[config.mk]
export PLATFORM = sky130hd
export DESIGN_NAME = pokey_serin
export DESIGN_NICKNAME = d
export VERILOG_FILES = /design/src/rtl/pokey_serin.sv
export SDC_FILE = /design/constraint.sdc
export NUM_CORES = 1
export LEC_CHECK = 0
export CAP_MARGIN = 25
export CORE_UTILIZATION = 45
export DETAILED_ROUTE_END_ITERATION = 7
export PLACE_DENSITY = 0.72
export SLEW_MARGIN = 20
export SYNTH_ARGS = -nofsm -noshare
export SYNTH_HDL_FRONTEND = slang
export SYNTH_SLANG_ARGS = --single-unit
[constraint.sdc]
create_clock -name clk -period 6.7 [get_ports clk]
set_input_delay 2.01 -clock clk [delete_from_list [all_inputs] [get_ports clk]]
set_output_delay 2.01 -clock clk [all_outputs]
set_load 0.005 [all_outputs]
[src/rtl/pokey_serin.sv]
// ============================================================================
// Module   : pokey_serin
// Brief    : POKEY-style asynchronous serial receiver (8N1, LSB first), timed
//            by the 1.79 MHz enp strobe, with SERIN/SKSTAT-like status flags.
// Revision : 1.0 - initial release
// ============================================================================
`default_nettype none

module pokey_serin #(
  parameter int SYNC_STAGES = 2
) (
  input  logic        clk,
  input  logic        reset,
  input  logic        enp,
  input  logic        sid,
  input  logic [15:0] baud_div,
  input  logic        rd_ack,
  input  logic        err_clr,
  output logic [7:0]  serin,
  output logic        rx_ready,
  output logic        rx_irq,
  output logic        overrun,
  output logic        frame_err,
  output logic        rx_busy
);

  localparam logic [2:0] ST_IDLE  = 3'd0;
  localparam logic [2:0] ST_START = 3'd1;
  localparam logic [2:0] ST_DATA  = 3'd2;
  localparam logic [2:0] ST_STOP  = 3'd3;
  localparam logic [2:0] ST_BREAK = 3'd4;

  localparam logic [15:0] C_MIN_PERIOD = 16'd2;

  generate
    if (SYNC_STAGES < 2 || SYNC_STAGES > 3) begin : g_bad_sync_stages
      $error("pokey_serin: SYNC_STAGES must be 2 or 3");
    end
  endgenerate

  logic [SYNC_STAGES-1:0] sync_q, sync_d;
  logic [2:0]  state_q, state_d;
  logic [15:0] cnt_q, cnt_d;
  logic [2:0]  bit_idx_q, bit_idx_d;
  logic [7:0]  shift_q, shift_d;
  logic [7:0]  serin_q, serin_d;
  logic        rx_ready_q, rx_ready_d;
  logic        rx_irq_q, rx_irq_d;
  logic        overrun_q, overrun_d;
  logic        frame_err_q, frame_err_d;

  logic        sid_s;
  logic [15:0] period;
  logic [15:0] half_period;
  logic        sample;
  logic        done;

  // Synchronizer shifts toward the MSB; the MSB is the only stage used.
  assign sync_d = {sync_q[SYNC_STAGES-2:0], sid};
  assign sid_s  = sync_q[SYNC_STAGES-1];

  assign period      = (baud_div < C_MIN_PERIOD) ? C_MIN_PERIOD : baud_div;
  assign half_period = period >> 1;

  // The counter is loaded with a non-zero value, so the sample point is the
  // enp tick on which it steps from 1 down to 0.
  assign sample = enp && (cnt_q <= 16'd1);

  // State register and all other flops.
  always_ff @(posedge clk) begin
    if (reset) begin
      sync_q      <= '1;
      state_q     <= ST_IDLE;
      cnt_q       <= '0;
      bit_idx_q   <= '0;
      shift_q     <= '0;
      serin_q     <= '0;
      rx_ready_q  <= 1'b0;
      rx_irq_q    <= 1'b0;
      overrun_q   <= 1'b0;
      frame_err_q <= 1'b0;
    end else begin
      sync_q      <= sync_d;
      state_q     <= state_d;
      cnt_q       <= cnt_d;
      bit_idx_q   <= bit_idx_d;
      shift_q     <= shift_d;
      serin_q     <= serin_d;
      rx_ready_q  <= rx_ready_d;
      rx_irq_q    <= rx_irq_d;
      overrun_q   <= overrun_d;
      frame_err_q <= frame_err_d;
    end
  end

  // Next-state and bit-timing logic; everything holds while enp is low.
  always_comb begin
    state_d   = state_q;
    cnt_d     = cnt_q;
    bit_idx_d = bit_idx_q;
    shift_d   = shift_q;
    done      = 1'b0;
    if (enp) begin
      case (state_q)
        ST_IDLE: begin
          if (!sid_s) begin
            state_d = ST_START;
            cnt_d   = half_period;
          end
        end
        ST_START: begin
          if (sample) begin
            if (sid_s) begin
              state_d = ST_IDLE;
              cnt_d   = '0;
            end else begin
              state_d   = ST_DATA;
              bit_idx_d = '0;
              cnt_d     = period;
            end
          end else begin
            cnt_d = cnt_q - 16'd1;
          end
        end
        ST_DATA: begin
          if (sample) begin
            shift_d = {sid_s, shift_q[7:1]};
            cnt_d   = period;
            if (bit_idx_q == 3'd7) begin
              state_d = ST_STOP;
            end else begin
              bit_idx_d = bit_idx_q + 3'd1;
            end
          end else begin
            cnt_d = cnt_q - 16'd1;
          end
        end
        ST_STOP: begin
          if (sample) begin
            done    = 1'b1;
            cnt_d   = '0;
            state_d = sid_s ? ST_IDLE : ST_BREAK;
          end else begin
            cnt_d = cnt_q - 16'd1;
          end
        end
        ST_BREAK: begin
          if (sid_s) begin
            state_d = ST_IDLE;
          end
        end
        default: begin
          state_d = ST_IDLE;
          cnt_d   = '0;
        end
      endcase
    end
  end

  // Status flags: a completing frame takes priority over read/clear strobes.
  always_comb begin
    serin_d     = done ? shift_q : serin_q;
    rx_irq_d    = done;
    rx_ready_d  = rx_ready_q;
    overrun_d   = overrun_q;
    frame_err_d = frame_err_q;

    if (done) begin
      rx_ready_d = 1'b1;
    end else if (rd_ack) begin
      rx_ready_d = 1'b0;
    end

    if (done && rx_ready_q && !rd_ack) begin
      overrun_d = 1'b1;
    end else if (err_clr) begin
      overrun_d = 1'b0;
    end

    if (done && !sid_s) begin
      frame_err_d = 1'b1;
    end else if (err_clr) begin
      frame_err_d = 1'b0;
    end
  end

  // Output decode.
  always_comb begin
    serin     = serin_q;
    rx_ready  = rx_ready_q;
    rx_irq    = rx_irq_q;
    overrun   = overrun_q;
    frame_err = frame_err_q;
    rx_busy   = (state_q != ST_IDLE);
  end

endmodule

`default_nettype wire

# Yosys cells after proc, flatten, opt, wreduce, memory -nomap -nowiden
# Index checks and enable logic that the tools add are counted.
dict set report classes {
  add_sub_neg 2
  bitwise_logic 1
  n_eq_ne 13
  mux 29
  n_reduce_logical 16
  magnitude_cmp 2
}
# operator count
set ops {}
lappend ops {{16-bit two-way mux} 6}
lappend ops {{16-bit one-hot mux with 5 select lines} 1}
lappend ops {{3-bit two-way mux} 11}
lappend ops {{16-bit by 1-bit <= comparator with 1-bit output (second input constant)} 1}
lappend ops {{16-bit by 2-bit < comparator with 1-bit output (second input constant)} 1}
lappend ops {{2-bit != test (second input constant)} 8}
lappend ops {{16-bit by 1-bit subtractor with 16-bit output (second input constant)} 1}
lappend ops {{3-bit one-hot mux with 5 select lines} 1}
lappend ops {{1-bit two-way mux} 8}
lappend ops {{2-bit nonzero test} 4}
lappend ops {{7-bit AND reduction} 1}
lappend ops {{3-bit by 2-bit equality test with 1-bit output (second input constant)} 2}
lappend ops {{3-bit equality test (second input constant)} 2}
lappend ops {{3-bit one-hot mux with 2 select lines} 1}
lappend ops {{3-bit AND reduction} 2}
lappend ops {{6-bit AND reduction} 1}
lappend ops {{1-bit logical AND} 4}
lappend ops {{3-bit by 1-bit adder with 3-bit output (second input constant)} 1}
lappend ops {{3-bit by 1-bit equality test with 1-bit output (second input constant)} 1}
lappend ops {{3-bit logical NOT} 1}
lappend ops {{3-bit nonzero test} 1}
lappend ops {{1-bit logical NOT} 2}
lappend ops {{2-bit two-way mux} 1}
lappend ops {{1-bit NOT} 1}
dict set report word_totals {
  input_bits 22
  register_bits 44
}

# Longest topological paths before layout
# Gate-level depths: netlist of run 1.
dict set report logic_depth {
  word_depth 8
  depth_mapped 9
  ltp_nobuf 7
}

# Least setup slack after synthesis of run 1
# Ideal clock, no wire load.
dict set report synth_path {
  kind {input to register}
  from {in enp}
  to {reg frame_err_q, in the netlist frame_err}
  setup_slack_ns 3.202
  setup_ns 0.117
  stages 6
  path_buffers 2
  t_arrival_ns 3.382
  cell_sequence {nor4bb_1 > buf_1 > a211oi_1 > buf_2 > nor2_1 > a22o_1}
}
dict set report synth_between {
  elab_chain_cells 6
}
# item line_no
set synth_rtl {}
lappend synth_rtl {{from (decl)} 14} ;# input logic enp,
lappend synth_rtl {{1-bit logical AND} 67} ;# assign sample = enp && (cnt_q <= 16'd1);
lappend synth_rtl {{1-bit two-way mux} 139} ;# if (sample) begin
lappend synth_rtl {{1-bit two-way mux} 104} ;# case (state_q)
lappend synth_rtl {{1-bit two-way mux *} 103} ;# if (enp) begin
lappend synth_rtl {{1-bit logical AND *} 180} ;# if (done && !sid_s) begin
lappend synth_rtl {{1-bit two-way mux or 2-bit nonzero test (tied branches)} --}
lappend synth_rtl {{to (signal assigned)} 92} ;# frame_err_q <= frame_err_d;
lappend synth_rtl {{to (decl)} 50} ;# logic frame_err_q, frame_err_d;
# Mark *: on every way between the ends. The rest lies on a longest branch, timed or not.
# A chain may end at the register's enable or synchronous reset.

# Worst setup path in the final report of run 1
dict set report layout_path {
  from {in enp}
  to {reg serin_q[7], in the netlist serin[7]}
}
dict set report layout_between {
  elab_chain_cells 4
}
# item line_no
set layout_rtl {}
lappend layout_rtl {{1-bit logical AND} 67}
lappend layout_rtl {{1-bit two-way mux} 139}
lappend layout_rtl {{1-bit two-way mux} 104}
lappend layout_rtl {{1-bit two-way mux *} 103}
lappend layout_rtl {{to (signal assigned)} 88} ;# serin_q <= serin_d;
lappend layout_rtl {{to (decl)} 46} ;# logic [7:0] serin_q, serin_d;
# Marked as above.

==> metrics.csv, run 1 <==
stage,metric,value,unit
clock_tree,CTS Hold Bufs,0,
worst_hold_path,Hold Crit Depth,1,
pwr,VDD IR-drop max,0.000139,V
clock_tree,post-CTS repair timing setup buffer count,0,
pwr,Net Sw Frac,0.270,
placement,number of I/O port buffers,34,
pwr,clock share of power,0.357,
synth,post-synthesis net count,306,
route,via-per-instance ratio,5.85,
worst_setup_path,startpoint types,input pin,
cells_and_area,antenna cells,0,
synth,mapped cell area,2410,um2
die,core area,5140,um2
worst_hold_path,hold endpoint,sync_q[1],
timing,FMAX,239,MHz
timing,Tmin final,4.18,ns
route,DRT iter0 DRCs,171,
cells_and_area,fraction of layout instances using a drive strength above 1,0.0852,
pwr,Reg power frac,0.463,
grt,GR Util All Layers,0.208,
worst_setup_path,Crit. End Element,flip-flop,
timing,setup TNS after final layout,0,ns
synth,number of synthesis warnings,0,
placement,Placer Congestion,0.805,
timing,clk_skew,0.00748,ns
synth,post-synth top area cell,dfxtp_1,
die,initial core utilization,0.470,
clock_tree,Worst-Skew Late Latency,0.30,ns
clock_tree,H-tree Lvls,2,
die,row count,26,
timing,final setup violating endpoints,0,
job,max cap viols,0,
route,DRT Pass-1 Iters,4,
route,WL/cell,14.6,um
grt,largest net degree at the start of global routing,31,
worst_setup_path,Critical Path AT,4.38,ns
worst_hold_path,Tightest Hold Check Type,reg2reg,
cells_and_area,final core occ,0.571,
route,via count,2192,
worst_setup_path,Reg-to-Reg Start,cnt_q[3],
worst_setup_path,CP Max Fanout,10,
pwr,P_int,0.430,mW
die,Die Wd,75.3,um
route,ANT nets after route,0,
route,Total Wirelength,5480,um
grt,total gr overflow,0,
timing,final hold vios,0,
synth,number of synthesized flops with an enable pin,0,
cells_and_area,"commonest non-fill, non-tap cell in the layout",dfxtp_1,
placement,placed wire-length estimate,3710,um
grt,first-pass GRT wire length,8950,um
synth,share of the synthesized area in the top cell type,0.365,
pwr,combinational fraction of design power,0.180,
clock_tree,Inserted Clock Buffers,5,
synth,Main synth FF type,dfxtp_1,
synth,largest cells by area after synthesis,"dfxtp_1 (36%), mux2i_1 (7.0%), xor2_1 (4.7%)",
synth,synthesized flop and latch total,44,
clock_tree,clk root buf,clkbuf_8,
synth,Synth async-reset ratio,0,
die,Ports,35,
pwr,leakage dissipation,1.18,nW
worst_setup_path,R2R depth,5,
synth,Post-Synthesis Cells,280,
worst_setup_path,"setup slack, reg-to-reg",3.89,ns
synth,syn_area_per_cell,8.62,um2
cells_and_area,fin nets,330,
synth,"Seq/Total Area, Yosys",0.365,
worst_setup_path,Setup CP Type,in2reg,
timing,RSZ-0062 raised after global routing,no,
grt,antenna violations before repair,0,
cells_and_area,Area Growth Syn to Fin,21.5,%
run_status,outcome,finished clean,
die,Die Height,75.3,um
die,die area,5660,um2
worst_hold_path,origin of the worst min-delay path,sync_q[0],
clock_tree,CTS tree,built,
worst_setup_path,CP required,6.90,ns
synth,Yosys cell types,48,
timing,Slew HR,0.348,
clock_tree,clock sink count,44,
pwr,pwr/cell area,201,nW/um2
grt,vias in the first global route,1911,
timing,max-slew violations,0,
clock_tree,CTS Buffer Depth,2,
route,drt drc,0,
worst_setup_path,worst reg2reg endpoint,serin[7],
clock_tree,CTS-repair resized insts,0,
pwr,Sw Pwr,0.159,mW
clock_tree,"Reg clk slew, reported paths",0.09,ns
timing,Worst Tran Pin Value,0.972,ns
cells_and_area,most frequent cells in the layout,"dfxtp_1 (44), clkdlybuf4s50_1 (34), nor2_1 (27)",
timing,final cycle utilization of the critical path,0.624,
## logic make-up after synthesis
group           after synthesis  synth area share
flops                        44             0.365
fa+ha+maj                     4            0.0207
compound gates               70             0.205
xor+xnor                     14            0.0508
simple gates                102             0.237
buf+inv                      29            0.0508
mux                          17            0.0705
## per-layer routing
metal | wire length, um | part of all wire | global-route usage
met4 | 65 | 0.012 | 0.0720
met5 | 0 | 0 | 0
met2 | 2440 | 0.45 | 0.318
met3 | 360 | 0.066 | 0.0415
met1 | 2610 | 0.48 | 0.291
## registers in the layout, summed over array words and instances (netlist names)
name / cells
bit_idx_q: 3
cnt_q: 16
overrun: 1
rx_irq: 1
rx_ready: 1
frame_err: 1
serin: 8
state_q: 3
sync_q: 2
shift_q: 8
## power groups by stage
stage | clock network (mW) | logic (mW) | registers [mW]
floorplan | 0 | 0.0766 | 0.275
global route | 0.230 | 0.117 | 0.273
finish | 0.211 | 0.106 | 0.272
global placement | 0 | 0.102 | 0.278
detailed placement | 0 | 0.103 | 0.278
CTS | 0.217 | 0.103 | 0.272
## metrics by stage
| stage | cells | power [mW] | instance area [um2] | setup WS [ns] | hold slack (ns) |
|---|---|---|---|---|---|
| floorplan | 280 | 0.351 | 2410 | 3.20 | 0.389 |
| global placement | 365 | 0.381 | 2790 | 2.03 | 0.393 |
| detailed placement | 365 | 0.382 | 2790 | 1.88 | 0.394 |
| CTS | 373 | 0.593 | 2900 | 2.21 | 0.415 |
| global route | 375 | 0.620 | 2930 | 2.32 | 0.430 |
| finish | 375 | 0.589 | 2930 | 2.52 | 0.413 |
## worst max-delay path by stage
stage               start   endpoint  slack (ns)  cells after the start
floorplan             enp  frame_err        3.20                      6
global route          enp   serin[7]        2.32                      5
global placement      enp   serin[4]        2.03                      5
detailed placement    enp   serin[0]        1.88                      5
finish                enp   serin[7]        2.52                      5
CTS                   enp   serin[7]        2.21                      5
## synth_stat cells (2+ instances only)
| cell type | number |
|---|---|
| nor2_1 | 27 |
| dfxtp_1 | 44 |
| clkbuf_1 | 18 |
| nor2b_1 | 3 |
| nor4bb_1 | 2 |
| a21oi_1 | 22 |
| o21ai_0 | 3 |
| nand2_1 | 10 |
| ha_1 | 4 |
| nand3_1 | 4 |
| and3b_1 | 2 |
| a22oi_1 | 8 |
| inv_1 | 6 |
| buf_2 | 2 |
| nor3b_1 | 2 |
| a221oi_1 | 9 |
| nor4_1 | 12 |
| xor2_1 | 13 |
| nand4_1 | 2 |
| nand2b_1 | 5 |
| nor3_1 | 16 |
| mux2i_1 | 17 |
| or2_2 | 6 |
| a211oi_1 | 6 |
| and4_1 | 2 |
| a22o_1 | 10 |
| or4_1 | 4 |
## worst max-delay path, cell delays in order
cell	delay, ns
clkdlybuf4s50_1	0.60
nor4bb_2	0.65
nand4_1	0.70
mux2i_1	0.34
nor2_1	0.06
## final cells by class
class	count	area (um2)
Clock inverter	3	46.3
Clock buffer	5	68.8
Inverter	6	22.5
Tap cell	70	87.6
Fill cell	488	2210
Timing Repair Buffer	40	397
Multi-Input combinational cell	207	1430
Sequential cell	44	881
(Power assumes the default switching activity.)
==> run 2, diff against run 1 <==
PLACE_DENSITY = 0.75   (was 0.72)
clock period = 3.4 ns   (was 6.7 ns; I/O delays follow)
==> run 2 against run 1 <==
  * Routed wire length rose by 1.9%
  * Sequential share of layout area rose by 0.090 points
  * Non-clock buffer count rose by 1
  * Combinational power rose by 98%
  * Register-to-register slack got worse by 3.3 ns
  * Setup slack got worse by 1.9 ns
  * Worst hold slack improved by 0.0058 ns
  * Clock skew rose by 0.0017 ns
  * Cell count rose by 0.27%
  * Utilization fell by 0.17 points
  * Die area did not move
  * Sequential power rose by 97%
  * Largest power group unchanged
==> metrics.csv, run 2 (synthesis results as in run 1) <==
stage,metric,value,unit
cells_and_area,final core occ,0.569,
worst_setup_path,Worst Setup SP,state_q[0],
job,max cap viols,0,
cells_and_area,Reg with most FFs,cnt_q,
worst_setup_path,Critical Path AT,1.80,ns
die,Ports,35,
worst_setup_path,CP required,2.38,ns
run_status,outcome,finished clean,
cells_and_area,Area Growth Syn to Fin,21.1,%
pwr,leakage dissipation,1.18,nW
worst_setup_path,Crit. End Element,output pin,
clock_tree,clk root buf,clkbuf_8,
timing,final cycle utilization of the critical path,0.830,
clock_tree,post-CTS repair timing setup buffer count,0,
route,Total Wirelength,5580,um
timing,final worst slack,0.578,ns
timing,Worst Tran Pin Value,0.922,ns
worst_setup_path,CP Max Fanout,15,
pwr,pwr/cell area,395,nW/um2
route,ANT nets after route,0,
timing,Slew HR,0.378,
cells_and_area,antenna cells,0,
grt,antenna violations before repair,0,
worst_setup_path,Reg-to-Reg Start,cnt_q[3],
worst_hold_path,origin of the worst min-delay path,sync_q[0],
die,die area,5660,um2
grt,GR Util All Layers,0.215,
placement,number of I/O port buffers,34,
clock_tree,CTS tree,built,
cells_and_area,most frequent cells in the layout,"dfxtp_1 (44), clkdlybuf4s50_1 (34), nor2_1 (27)",
cells_and_area,"commonest non-fill, non-tap cell in the layout",dfxtp_1,
timing,Tmin final,2.82,ns
clock_tree,H-tree Lvls,2,
cells_and_area,max FFs per register,16,
clock_tree,"Reg clk slew, reported paths",0.09,ns
die,initial core utilization,0.470,
clock_tree,Worst-Skew Late Latency,0.30,ns
route,via count,2187,
cells_and_area,fraction of layout instances using a drive strength above 1,0.0850,
timing,FMAX,354,MHz
pwr,Tot Pwr,1.16,mW
placement,dpl cells,368,
cells_and_area,fin nets,331,
grt,total gr overflow,0,
pwr,VDD IR-drop max,0.000244,V
grt,first-pass GRT wire length,9150,um
placement,Placer Congestion,0.849,
worst_setup_path,startpoint types,flip-flop,
die,Die Height,75.3,um
die,row count,26,
placement,placed wire-length estimate,3800,um
die,core area,5140,um2
grt,largest net degree at the start of global routing,38,
placement,pre-CTS setup slack,0.367,ns
route,via-per-instance ratio,5.82,
die,Die Wd,75.3,um
route,DRT Pass-1 Iters,5,
timing,clk_skew,0.00913,ns
timing,final setup violating endpoints,0,
grt,vias in the first global route,1896,
timing,final hold vios,0,
clock_tree,Inserted Clock Buffers,5,
timing,RSZ-0062 raised after global routing,no,
clock_tree,CTS Buffer Depth,2,
clock_tree,CTS Hold Bufs,0,
route,DRT iter0 DRCs,216,
timing,Min Hold Slack,0.419,ns
clock_tree,CTS-repair resized insts,0,
worst_hold_path,Tightest Hold Check Type,reg2reg,
route,WL/cell,14.8,um
cells_and_area,cell area after layout,2930,um2
timing,setup TNS after final layout,0,ns
cells_and_area,non-filler cells in the finished layout,376,
timing,max-slew violations,0,
clock_tree,clock sink count,44,
placement,placed cell areas,2810,um2
worst_setup_path,Setup CP Type,reg2out,
route,drt drc,0,
==> run 2: worst max-delay path, stage by stage, from the launching register on <==
cell             delay [ns]
dfxtp_1                0.58
nor3_1                 0.10
buf_4                  0.21
inv_1                  0.10
clkdlybuf4s50_1        0.50
==> run 2: worst paths after layout <==
| kind | end | slack (ns) | depth (start not counted) |
|---|---|---|---|
| worst max-delay path | rx_busy | 0.58 | 4 |
| worst min-delay path | sync_q[1] | 0.42 | 1 |
| worst max register to register | cnt_q[10] | 0.60 | 5 |
| worst min register to register | sync_q[1] | 0.42 | 1 |
==> run 2: layout make-up <==
cell class                      count  area [um2]
Fill cell                         486        2210
Multi-Input combinational cell    207        1430
Sequential cell                    44         881
Timing Repair Buffer               41         393
Tap cell                           70        87.6
Clock buffer                        5        68.8
Clock inverter                      3        47.5
Inverter                            6        22.5
==> run 2: report_power, final <==
group	switching (mW)	total (mW)	internal (mW)
registers	0.0142	0.537	0.523
clock network	0.187	0.409	0.221
logic	0.109	0.210	0.102
==> run 2: routing by layer <==
metal	up-vias	global-route usage	wire, um
li1	1096	-	-
met1	1013	0.298	2600
met2	72	0.323	2510
met3	6	0.0549	402
met4	0	0.0802	72
met5	-	0	0
